$ cat src/rtl/arb_pkg.sv
// Shared types and sizes for the 8-way round-robin arbiter.
// Holds the FSM state encoding and requester/index widths.
package arb_pkg;

   localparam int N_REQ = 8;
   localparam int IDX_W = 3;

   typedef enum logic [1:0] {
      IDLE    = 2'd0,
      GRANT   = 2'd1,
      RECOVER = 2'd2
   } state_t;

endpackage

$ cat src/rtl/rr_arbiter8_if.sv
// Request/grant bundle between the requesting units and the arbiter.
// The master side drives requests and the slave (arbiter) side drives grants.
interface rr_arbiter8_if;
   import arb_pkg::*;

   logic             en;
   logic [N_REQ-1:0] req;
   logic [N_REQ-1:0] gnt;
   logic [IDX_W-1:0] gnt_idx;
   logic             gnt_valid;
   logic             timeout;

   modport master (
      output en, req,
      input  gnt, gnt_idx, gnt_valid, timeout
   );

   modport slave (
      input  en, req,
      output gnt, gnt_idx, gnt_valid, timeout
   );

endinterface

$ cat src/rtl/onehot_dec3.sv
// Purpose: 3-to-8 one-hot decode of a binary index.
// Latency: combinational. Backpressure: none.
module onehot_dec3
   import arb_pkg::*;
(
   input  logic [IDX_W-1:0] idx,
   output logic [N_REQ-1:0] onehot
);

   always_comb begin
      onehot      = '0;
      onehot[idx] = 1'b1;
   end

endmodule

$ cat src/rtl/rr_arbiter8.sv
// Purpose: round-robin grant of one shared select resource to eight requesters.
// Latency: grant registered one edge after request; owner holds until release or MAX_HOLD, then a dead cycle.
module rr_arbiter8
   import arb_pkg::*;
#(
   parameter int MAX_HOLD = 16
)(
   input  logic           clk,
   input  logic           rst_n,
   rr_arbiter8_if.slave   bus
);

   localparam int HW = (MAX_HOLD > 1) ? $clog2(MAX_HOLD) : 1;
   localparam logic [HW-1:0] HOLD_LAST = HW'(MAX_HOLD - 1);

   state_t           state_q, state_d;
   logic [IDX_W-1:0] ptr_q, ptr_d;
   logic [HW-1:0]    hold_q, hold_d;
   logic [N_REQ-1:0] gnt_q, gnt_d;
   logic [IDX_W-1:0] idx_q, idx_d;
   logic             vld_q, vld_d;
   logic             tmo_q, tmo_d;
   logic [IDX_W-1:0] win;
   logic [N_REQ-1:0] win_oh;

   // First set request at or above p, wrapping modulo N_REQ.
   function automatic logic [IDX_W-1:0] rr_pick(input logic [N_REQ-1:0] r,
                                                input logic [IDX_W-1:0] p);
      logic [IDX_W-1:0] cand;
      logic             found;
      rr_pick = p;
      found   = 1'b0;
      for (int i = 0; i < N_REQ; i++) begin
         cand = p + IDX_W'(i);
         if (!found && r[cand]) begin
            rr_pick = cand;
            found   = 1'b1;
         end
      end
   endfunction

   assign win = rr_pick(bus.req, ptr_q);

   onehot_dec3 u_dec (
      .idx    (win),
      .onehot (win_oh)
   );

   always_comb begin
      state_d = state_q;
      ptr_d   = ptr_q;
      hold_d  = hold_q;
      gnt_d   = gnt_q;
      idx_d   = idx_q;
      vld_d   = vld_q;
      tmo_d   = 1'b0;
      case (state_q)
         IDLE: begin
            if (bus.en && (|bus.req)) begin
               gnt_d   = win_oh;
               idx_d   = win;
               vld_d   = 1'b1;
               hold_d  = '0;
               ptr_d   = win + IDX_W'(1);
               state_d = GRANT;
            end
         end
         GRANT: begin
            // Release wins over timeout, so timeout only fires on a still-held grant.
            if (!bus.req[idx_q] || (hold_q == HOLD_LAST)) begin
               gnt_d   = '0;
               idx_d   = '0;
               vld_d   = 1'b0;
               tmo_d   = bus.req[idx_q];
               state_d = RECOVER;
            end else begin
               hold_d = hold_q + HW'(1);
            end
         end
         RECOVER: state_d = IDLE;
         default: begin
            state_d = IDLE;
            gnt_d   = '0;
            idx_d   = '0;
            vld_d   = 1'b0;
         end
      endcase
   end

   always_ff @(posedge clk or negedge rst_n) begin
      if (!rst_n) begin
         state_q <= IDLE;
         ptr_q   <= '0;
         hold_q  <= '0;
         gnt_q   <= '0;
         idx_q   <= '0;
         vld_q   <= 1'b0;
         tmo_q   <= 1'b0;
      end else begin
         state_q <= state_d;
         ptr_q   <= ptr_d;
         hold_q  <= hold_d;
         gnt_q   <= gnt_d;
         idx_q   <= idx_d;
         vld_q   <= vld_d;
         tmo_q   <= tmo_d;
      end
   end

   assign bus.gnt       = gnt_q;
   assign bus.gnt_idx   = idx_q;
   assign bus.gnt_valid = vld_q;
   assign bus.timeout   = tmo_q;

endmodule

$ cat src/flat_wrapper.sv
// flat-port wrapper written by rule: the top's interface ports become plain ports
module rr_arbiter8_flat import arb_pkg::*;
#(
   parameter int MAX_HOLD = 16
)
  (clk, rst_n, bus_en, bus_req, bus_gnt, bus_gnt_idx, bus_gnt_valid, bus_timeout);
  rr_arbiter8_if bus_i ();
  input  logic clk;
  input  logic rst_n;
  input wire logic [$bits(bus_i.en)-1:0] bus_en;
  input wire logic [$bits(bus_i.req)-1:0] bus_req;
  output wire logic [$bits(bus_i.gnt)-1:0] bus_gnt;
  output wire logic [$bits(bus_i.gnt_idx)-1:0] bus_gnt_idx;
  output wire logic [$bits(bus_i.gnt_valid)-1:0] bus_gnt_valid;
  output wire logic [$bits(bus_i.timeout)-1:0] bus_timeout;
  assign bus_i.en = bus_en;
  assign bus_i.req = bus_req;
  assign bus_gnt = bus_i.gnt;
  assign bus_gnt_idx = bus_i.gnt_idx;
  assign bus_gnt_valid = bus_i.gnt_valid;
  assign bus_timeout = bus_i.timeout;
  rr_arbiter8 #(.MAX_HOLD(MAX_HOLD)) u_core (.clk(clk), .rst_n(rst_n), .bus(bus_i));
endmodule
$ cat config.mk
export PLATFORM = sky130hd
export DESIGN_NAME = rr_arbiter8_flat
export DESIGN_NICKNAME = d
export VERILOG_FILES = /design/src/rtl/arb_pkg.sv /design/src/rtl/rr_arbiter8_if.sv /design/src/rtl/onehot_dec3.sv /design/src/rtl/rr_arbiter8.sv /design/src/flat_wrapper.sv
export SDC_FILE = /design/constraint.sdc
export NUM_CORES = 1
export LEC_CHECK = 0
export CORE_AREA = 2 2 93 50
export CTS_CLUSTER_SIZE = 28
export DETAILED_ROUTE_END_ITERATION = 8
export DIE_AREA = 0 0 95 52
export GPL_ROUTABILITY_DRIVEN = 0
export PLACE_DENSITY_LB_ADDON = 0.05
export SLEW_MARGIN = 40
export SYNTH_ARGS = -nofsm -noshare
export SYNTH_HDL_FRONTEND = slang
export SYNTH_HIERARCHICAL = 1
export SYNTH_SLANG_ARGS = --single-unit
$ cat constraint.sdc
create_clock -name clk -period 3.9 [get_ports clk]
set_input_delay 0.585 -clock clk [delete_from_list [all_inputs] [get_ports clk]]
set_output_delay 0.585 -clock clk [all_outputs]
set_load 0.05 [all_outputs]
==> results of run 1 <==
==> worst paths after layout <==
path,to,slack [ps]
min reg2reg,u_core/bus.gnt_valid,490
min in group clk,u_core/bus.gnt_valid,490
min,u_core/hold_q[2],270
max,u_core/ptr_q[2],130
max in group asynchronous,u_core/ptr_q[1],3270
max reg2reg,u_core/ptr_q[2],210
==> Yosys cell counts, drive strengths merged <==
library cell	n	share of area, %
o22ai	4	1.2
a21oi	7	1.7
nor4b	2	1.6
xnor2	3	1.3
o32ai	1	0.44
a22oi	1	0.37
or3	2	0.62
nor4	2	0.62
ha	4	2.5
a2bb2oi	3	1.3
mux2i	16	8.2
a22o	10	4.4
a221oi	1	0.44
xor2	4	1.7
o221ai	1	0.44
nand2b	5	1.6
mux2	4	2.4
a32oi	1	0.44
nor3	3	0.75
a31oi	1	0.31
nand3b	1	0.37
a2111oi	1	0.50
inv	5	0.94
and3b	3	1.5
a31o	1	0.44
buf	6	1.9
clkbuf	6	1.1
a211oi	2	0.75
nand3	8	2.0
and2	3	0.94
nor2b	4	1.2
nor2	16	3.4
o21ai	11	2.9
nor3b	3	1.1
or2b	1	0.37
mux4	14	16
a21o	1	0.37
o22a	1	0.44
dfrtp	22	27
nand2	15	2.8
a221o	1	0.50
and3	1	0.37
a21boi	1	0.37
==> cells by family (layout without fill, tap and decap cells) <==
logic type | Yosys count | after routing
XOR/XNOR | 7 | 7
AO/OA/AOI/OAI | 49 | 49
AND/OR/NAND/NOR | 69 | 69
adder cells (fa/ha/maj) | 4 | 4
buffers and inverters | 17 | 53
multiplexers | 34 | 34
flip-flops | 22 | 22
==> routing by layer <==
metal / GRT usage, % / part of all wire (%) / vias to the layer above
met4: 2.17 / 0.68 / 0
met3: 9.57 / 11 / 10
met2: 33.9 / 40 / 90
met1: 36.5 / 48 / 874
li1: - / - / 846
met5: 0 / 0 / -
==> state kept, by name (all words and copies together), names as in the netlist <==
register / flops
u_core/state_q: 2
u_core/bus.gnt: 8
u_core/bus.gnt_valid: 1
u_core/hold_q: 4
u_core/bus.timeout: 1
u_core/bus.gnt_idx: 3
u_core/ptr_q: 3
==> cell type report <==
class	count	area [µm²]	share of cell area, %
tap	57	71.3	2.87
timing repair buffer	44	387	15.5
sequential	22	552	22.2
inverter	5	18.8	0.755
multi-input combinational	163	1400	56.4
clock buffer	4	55.1	2.21
==> metrics by stage <==
stage | hold slack, ps | worst slack (ps)
finish | 275 | 132
global route | 305 | -1.83
global placement | 461 | -28.5
CTS | 287 | 80.9
detailed placement | 467 | -18.1
floorplan | 289 | 19.3
==> what timing repair did <==
item | 4_1_cts | 5_1_grt
setup endpoints to repair | 0 | 9
buffers inserted | 0 | 0
resized for setup | 0 | 7
==> critical path, delay by kind of cell <==
family | cells | cell delay [ps]
AND/OR/NAND/NOR | 3 | 700
multiplexers | 2 | 650
adder cells (fa/ha/maj) | 1 | 220
buffers and inverters | 2 | 790
XOR/XNOR | 1 | 180
AO/OA/AOI/OAI | 4 | 800
==> impl_metrics.toml, run 1 <==
[setup_path]
end_kind = "flop"
critPathLaunch = "bus_req[6]"
worstPathArrival_ps = 3920
max_stage_delay_ps = 590
worstPathCellList = "clkdlybuf4s50_1 -> mux4_2 -> nand2b_1 -> a21oi_1 -> o21ai_2 -> nor4b_4 -> buf_4 -> mux2i_1 -> nand3b_1 -> ha_2 -> xor2_1 -> o21ai_0 -> a221oi_1"
critPathKind = "in2reg"
start_kind = "primary input"
worst_ep_required_time_ps = 4060
reg2regPathDepth = 14
critPathMaxFanout = 10
cp_slowest_cell = "clkdlybuf4s50_1"
r2r_start = "u_core/ptr_q[1]"

[sta]
slew_headroom_pct = 66.1
max_freq_mhz = 265
finalSetupTns_ps = 0
period_minus_slack_ps = 3770
drv_slew = 0
finalSetupViolCount = 0
max_slew.worst_pin.slew_ps = 507
hold_violations = 0
timing.final.crit_share_pct = 96.6
fin_skew_ps = 1.94

[global_routing]
grt_pass1_vias = 1762
grt_pass1_wl_um = 9100
grt_antenna_before_repair = 0
grtUsageTotal_pct = 24.3
grt_max_degree = 23
grt_overflow = 0

[outcome]
outcome = "completed"

[yosys]
syn_area_um2 = 2010
synth_top_family_by_area = "multiplexers"
synth.area.mux_share_pct = 26.3
synth.net_count = 217
yosys_warnings = 6
synth_seq_cells = 22
synth_area_per_cell_um2 = 9.93
synth-xor-area-share_pct = 3.06
synth.yosys.seq_area_share_pct = 27.4
synthCells = 202
synth_cell_types = 51
synth_compound_area_share_pct = 17.4
yosys.area_share.simple_pct = 19.3
synthAdderAreaFrac_pct = 2.50

[min_path]
hold_path_class = "in2async"

[placement]
place_area_um2 = 2400
port_buffers = 23
dp_hpwl_um = 4250
place_inst = 291

[detailed_routing]
drc = 0
drt_iter0_markers = 125
routedWlPerCell_um = 18.5
vias = 1820
postRouteAntennaNets = 0
detail_route.wirelength_um = 5450
drt_pass1_iterations = 5
viasPerCell = 6.17

[clocking]
cts_buffers = 3
clkSinkCount = 22
cts_buffer_depth = 2
postCtsHoldBufs = 0
clk_latency_ps = 260
root_buffer = "clkbuf_8"
clkTransAtPathRegs_ps = 80
htree_levels = 1
cts_tree = "yes"

[floorplan]
dieHeight_um = 52
rows = 17
coreArea_um2 = 4190
start_util_pct = 47.9
dieArea_um2 = 4940
die_w_um = 95
pin_count = 24

[job]
maxCapViolations = 0

[layout]
antenna_cells = 0
postLayoutCoreUtil_pct = 59.4
synthToLayoutAreaGrowth_pct = 24.0
layout_common_cells = "22 x clkdlybuf4s50_1, 21 x dfrtp_1, 20 x buf_4"
final_cells = 295
nNetsFinal = 254
mostFrequentLayoutCell = "clkdlybuf4s50_1"
n_fill_cell = 337
drive_above_1_share_pct = 25.2
stdcell_area_um2 = 2490
Power of run 1 is not shown: default switching activity piles up to over one toggle a cycle in this logic, so the estimate is an artifact.
==> run 2: changes to the inputs <==
Settings changed: GPL_ROUTABILITY_DRIVEN 0 to unset.
Clock period 3.9 ns to 4.1 ns, I/O delays scaled along.
==> run 2 against run 1 <==
Against the previous run:
- first-iteration DRC count grew 50%
- register-to-register slack gained 130 ps
- global-route usage fell by 0.96 points
- worst setup slack better by 130 ps
- clock skew increased by 0.67 ps
- count of clock-buffer cells in the layout is 1 lower
- via count fell by 2.2%
- die area stayed put
- highest routed layer unchanged
- sequential share of layout area rose by 0.72 points
- sequential cell count stayed put
- critical path type unchanged
- wire length is 3.1% lower
- utilization fell by 2.0 points
==> impl_metrics.toml, run 2 (synthesis gave the netlist of run 1 again) <==
[outcome]
outcome = "completed"

[global_routing]
grt_max_degree = 23
grt_pass1_vias = 1696
use_met3_pct = 6.09
met1_usage_pct = 37.7
grt_pass1_wl_um = 8770
grt_antenna_before_repair = 0
grt_overflow = 0
grtUsageTotal_pct = 23.4
use_met2_pct = 31.6
busiest_layer = "met1"

[layout]
largest_register_ffs = 8
seqCellArea_um2 = 551
antenna_cells = 0
synthToLayoutAreaGrowth_pct = 19.8
multi_input_area_um2 = 1400
nNetsFinal = 246
layout_common_cells = "22 x clkdlybuf4s50_1, 22 x dfrtp_1, 15 x nand2_1, 15 x nor2_1"
postLayoutCoreUtil_pct = 57.4
stdcell_area_um2 = 2400
drive_above_1_share_pct = 21.0
n_fill_cell = 355

[job]
maxCapViolations = 0

[sta]
hold_violations = 0
rsz0062_at_grt = "no"
period_minus_slack_ps = 3840
max_freq_mhz = 260
max_slew.worst_pin.slew_ps = 761
drv_slew = 0
timing.final.crit_share_pct = 93.7
slew_headroom_pct = 49.1
finalSetupTns_ps = 0
fin_skew_ps = 2.61
finalSetupViolCount = 0

[clocking]
root_buffer = "clkbuf_8"
cts_buffer_depth = 2
clkSinkCount = 22
cts_buffers = 3
htree_levels = 1
clkTransAtPathRegs_ps = 70
postCtsHoldBufs = 0
cts_tree = "yes"
clk_latency_ps = 260

[floorplan]
die_w_um = 95
dieHeight_um = 52
dieArea_um2 = 4940
start_util_pct = 47.9
rows = 17
coreArea_um2 = 4190
pin_count = 24

[detailed_routing]
viasPerCell = 6.22
vias = 1780
detail_route.wirelength_um = 5280
drt_pass1_iterations = 4
postRouteAntennaNets = 0
drc = 0
drt_iter0_markers = 187
routedWlPerCell_um = 18.5

[setup_path]
regToRegSetupSlack_ps = 340
reg2regPathDepth = 14
r2r_start = "u_core/ptr_q[1]"
worst_ep_required_time_ps = 4250
max_stage_delay_ps = 580
crit_family = "compound AO/OA/AOI/OAI gates"
r2r-end = "u_core/ptr_q[2]"
critPathMaxFanout = 10
worstPathCellList = "clkdlybuf4s50_1 -> mux4_2 -> nand2b_1 -> a21oi_1 -> o21ai_2 -> nor4b_4 -> buf_4 -> mux2i_1 -> nand3b_1 -> ha_1 -> xor2_1 -> o21ai_0 -> a221oi_1"
crit_buf_inv = 2
cp_slowest_cell = "clkdlybuf4s50_1"
start_kind = "primary input"
worstPathArrival_ps = 4000
critPathKind = "in2reg"
end_kind = "flop"

[placement]
place_area_um2 = 2340
place.gp.congestion = 1.02
port_buffers = 23
dp_hpwl_um = 4010

[min_path]
hold_path_class = "in2async"
==> run 2: worst max path at each step <==
stage / start / cells past startpoint / endpoint
after floorplan: u_core/ptr_q[0] / 15 / u_core/ptr_q[2]
after global placement: bus_req[7] / 13 / u_core/ptr_q[2]
after detailed placement: bus_req[5] / 14 / u_core/ptr_q[2]
after CTS: u_core/ptr_q[1] / 15 / u_core/ptr_q[2]
after global routing: bus_req[6] / 13 / u_core/ptr_q[2]
final: bus_req[6] / 13 / u_core/ptr_q[2]
==> run 2: stage by stage <==
step           std cells  hold slack, ps  worst slack [ps]
2_1_floorplan        202             319               146
4_1_cts              286             329              96.5
5_1_grt              286             349              12.0
3_3_place_gp         283             461              98.3
6_report             286             309               257
3_5_place_dp         283             474              36.5
==> run 2: worst reg2reg max path, delay by kind of cell (launching register included) <==
family | cells | cell delay, ps
muxes | 3 | 910
and+or+nand+nor | 3 | 760
adders and majority gates | 2 | 590
AOI/OAI and AO/OA | 3 | 500
DFF | 1 | 380
buffers and inverters | 2 | 320
xor gates and xnor gates | 1 | 210
==> run 2: routing by layer <==
| metal | part of all wire, % | routed length, µm |
|---|---|---|
| met5 | 0 | 0 |
| met4 | 0.27 | 14 |
| met3 | 9.4 | 495 |
| met2 | 41 | 2150 |
| met1 | 50 | 2620 |
==> run 2: timing repair <==
item,CTS,global route
hold endpoints to repair,0,0
gates resized for setup,0,5
setup buffers,0,0
setup endpoints to repair,0,1
==> run 2: final cells by class <==
type	instances	share of cell area, %
multi-input cells	163	58.2
repair buffers	36	13.4
inverters	5	0.781
well taps	57	2.97
flip-flops and latches	22	22.9
clock buffers	3	1.72
Power of run 2 is left out for the same reason.
==> run 3: changes to the inputs <==
Settings changed: SLEW_MARGIN 40 to 5.
==> run 3 against run 2 <==
Against the previous run:
- hold slack improved by 180 ps
- count of clock-buffer cells in the layout stayed put
- cell area rose by 0.36%
- wire length grew 0.36%
- register-to-register slack is essentially flat
- critical endpoint unchanged
- die area did not move
- critical path type unchanged
==> impl_metrics.toml, run 3 (synthesis gave the netlist of run 1 again) <==
[layout]
layout_common_cells = "23 x clkdlybuf4s50_1, 22 x dfrtp_1, 15 x nand2_1, 15 x nor2_1"
largest_register_ffs = 8
n_fill_cell = 347
final_cells = 286
seqCellArea_um2 = 551
drive_above_1_share_pct = 21.0
antenna_cells = 0
nNetsFinal = 246
mostFrequentLayoutCell = "clkdlybuf4s50_1"
multi_input_area_um2 = 1400
synthToLayoutAreaGrowth_pct = 20.3
postLayoutCoreUtil_pct = 57.6

[setup_path]
crit_family = "multiplexers"
critPathLaunch = "bus_req[5]"
critPathKind = "in2reg"
worst_ep_required_time_ps = 4250
max_stage_delay_ps = 590
start_kind = "primary input"
worstPathArrival_ps = 3960
r2r_start = "u_core/ptr_q[1]"
crit_buf_inv = 2
worstPathCellList = "clkdlybuf4s50_1 -> mux4_2 -> mux2i_2 -> and2_1 -> o21ai_2 -> nor4b_4 -> buf_4 -> mux2i_1 -> nand3b_1 -> ha_1 -> xor2_1 -> o21ai_0 -> a221oi_1"
end_kind = "flop"
cp_slowest_cell = "clkdlybuf4s50_1"
critPathMaxFanout = 10
regToRegSetupSlack_ps = 350

[floorplan]
start_util_pct = 47.9
dieArea_um2 = 4940
die_w_um = 95
rows = 17
dieHeight_um = 52
coreArea_um2 = 4190
pin_count = 24

[clocking]
postCtsSetupBuffers = 0
clk_latency_ps = 260
cts_buffers = 3
clkTransAtPathRegs_ps = 70
clkSinkCount = 22
cts-resized-gates = 0
htree_levels = 1
cts_buffer_depth = 2
postCtsHoldBufs = 0
cts_tree = "yes"
root_buffer = "clkbuf_8"

[detailed_routing]
postRouteAntennaNets = 0
drc = 0
drt_pass1_iterations = 5
routedWlPerCell_um = 18.5
viasPerCell = 6.37
detail_route.wirelength_um = 5300
vias = 1823
drt_iter0_markers = 135

[sta]
fin_skew_ps = 2.67
whs_ps = 491
rsz0062_at_grt = "no"
slew_headroom_pct = 35.5
drv_slew = 0
finalSetupTns_ps = 0
timing.final.crit_share_pct = 92.9
finalSetupViolCount = 0
max_freq_mhz = 263
hold_violations = 0
period_minus_slack_ps = 3810
max_slew.worst_pin.slew_ps = 964

[min_path]
worstHoldStart = "u_core/bus.gnt_valid"
hold_path_class = "reg2reg"

[placement]
port_buffers = 23
place.gp.congestion = 1.02
place_inst = 283
dp_hpwl_um = 4090

[global_routing]
grt_antenna_before_repair = 0
grt_pass1_vias = 1644
grtUsageTotal_pct = 23.7
grt_pass1_wl_um = 8780
grt_max_degree = 23
grt_overflow = 0

[job]
maxCapViolations = 0

[outcome]
outcome = "completed"
[run 3: changes by cell type in the layout (fill, tap and decap cells not counted)]
cell             change
clkdlybuf4s50_1      +1
buf_2                -1
a21oi_2              +1
a21oi_1              -1
[run 3: worst paths after layout]
| check | to | cells past startpoint |
|---|---|---|
| min in group asynchronous | u_core/hold_q[2] | 1 |
| hold / removal | u_core/bus.gnt_valid | 2 |
| max in group asynchronous | u_core/bus.gnt[0] | 1 |
| hold reg to reg | u_core/bus.gnt_valid | 2 |
| setup reg to reg | u_core/ptr_q[2] | 14 |
| setup / recovery | u_core/ptr_q[2] | 13 |
[run 3: final cells by class]
| type | count | share of cell area [%] |
|---|---|---|
| multi-input combinational | 163 | 58.1 |
| clock buffer | 3 | 1.71 |
| tap | 57 | 2.96 |
| sequential | 22 | 22.8 |
| inverter | 5 | 0.778 |
| timing repair buffer | 36 | 13.6 |
[run 3: worst min-delay path: cells and delay by family, from the launching register on]
family,cells,cell delay [ps]
flip-flops,1,350
AND/OR/NAND/NOR,2,110
[run 3: stage by stage]
step           area [µm²]  setup WS, ps
2_1_floorplan        2010           146
3_3_place_gp         2340          98.3
3_5_place_dp         2340          30.9
4_1_cts              2380          78.1
5_1_grt              2410          44.9
6_report             2410           292
[run 3: routing by layer]
metal  track usage, %  up-vias  share of wire, %
met1             39.2      910                52
li1                 -      831                 -
met2             31.0       82                40
met4             1.69        0                 0
met3             6.23        0               8.1
met5                0        -                 0
Power of run 3 is left out for the same reason.
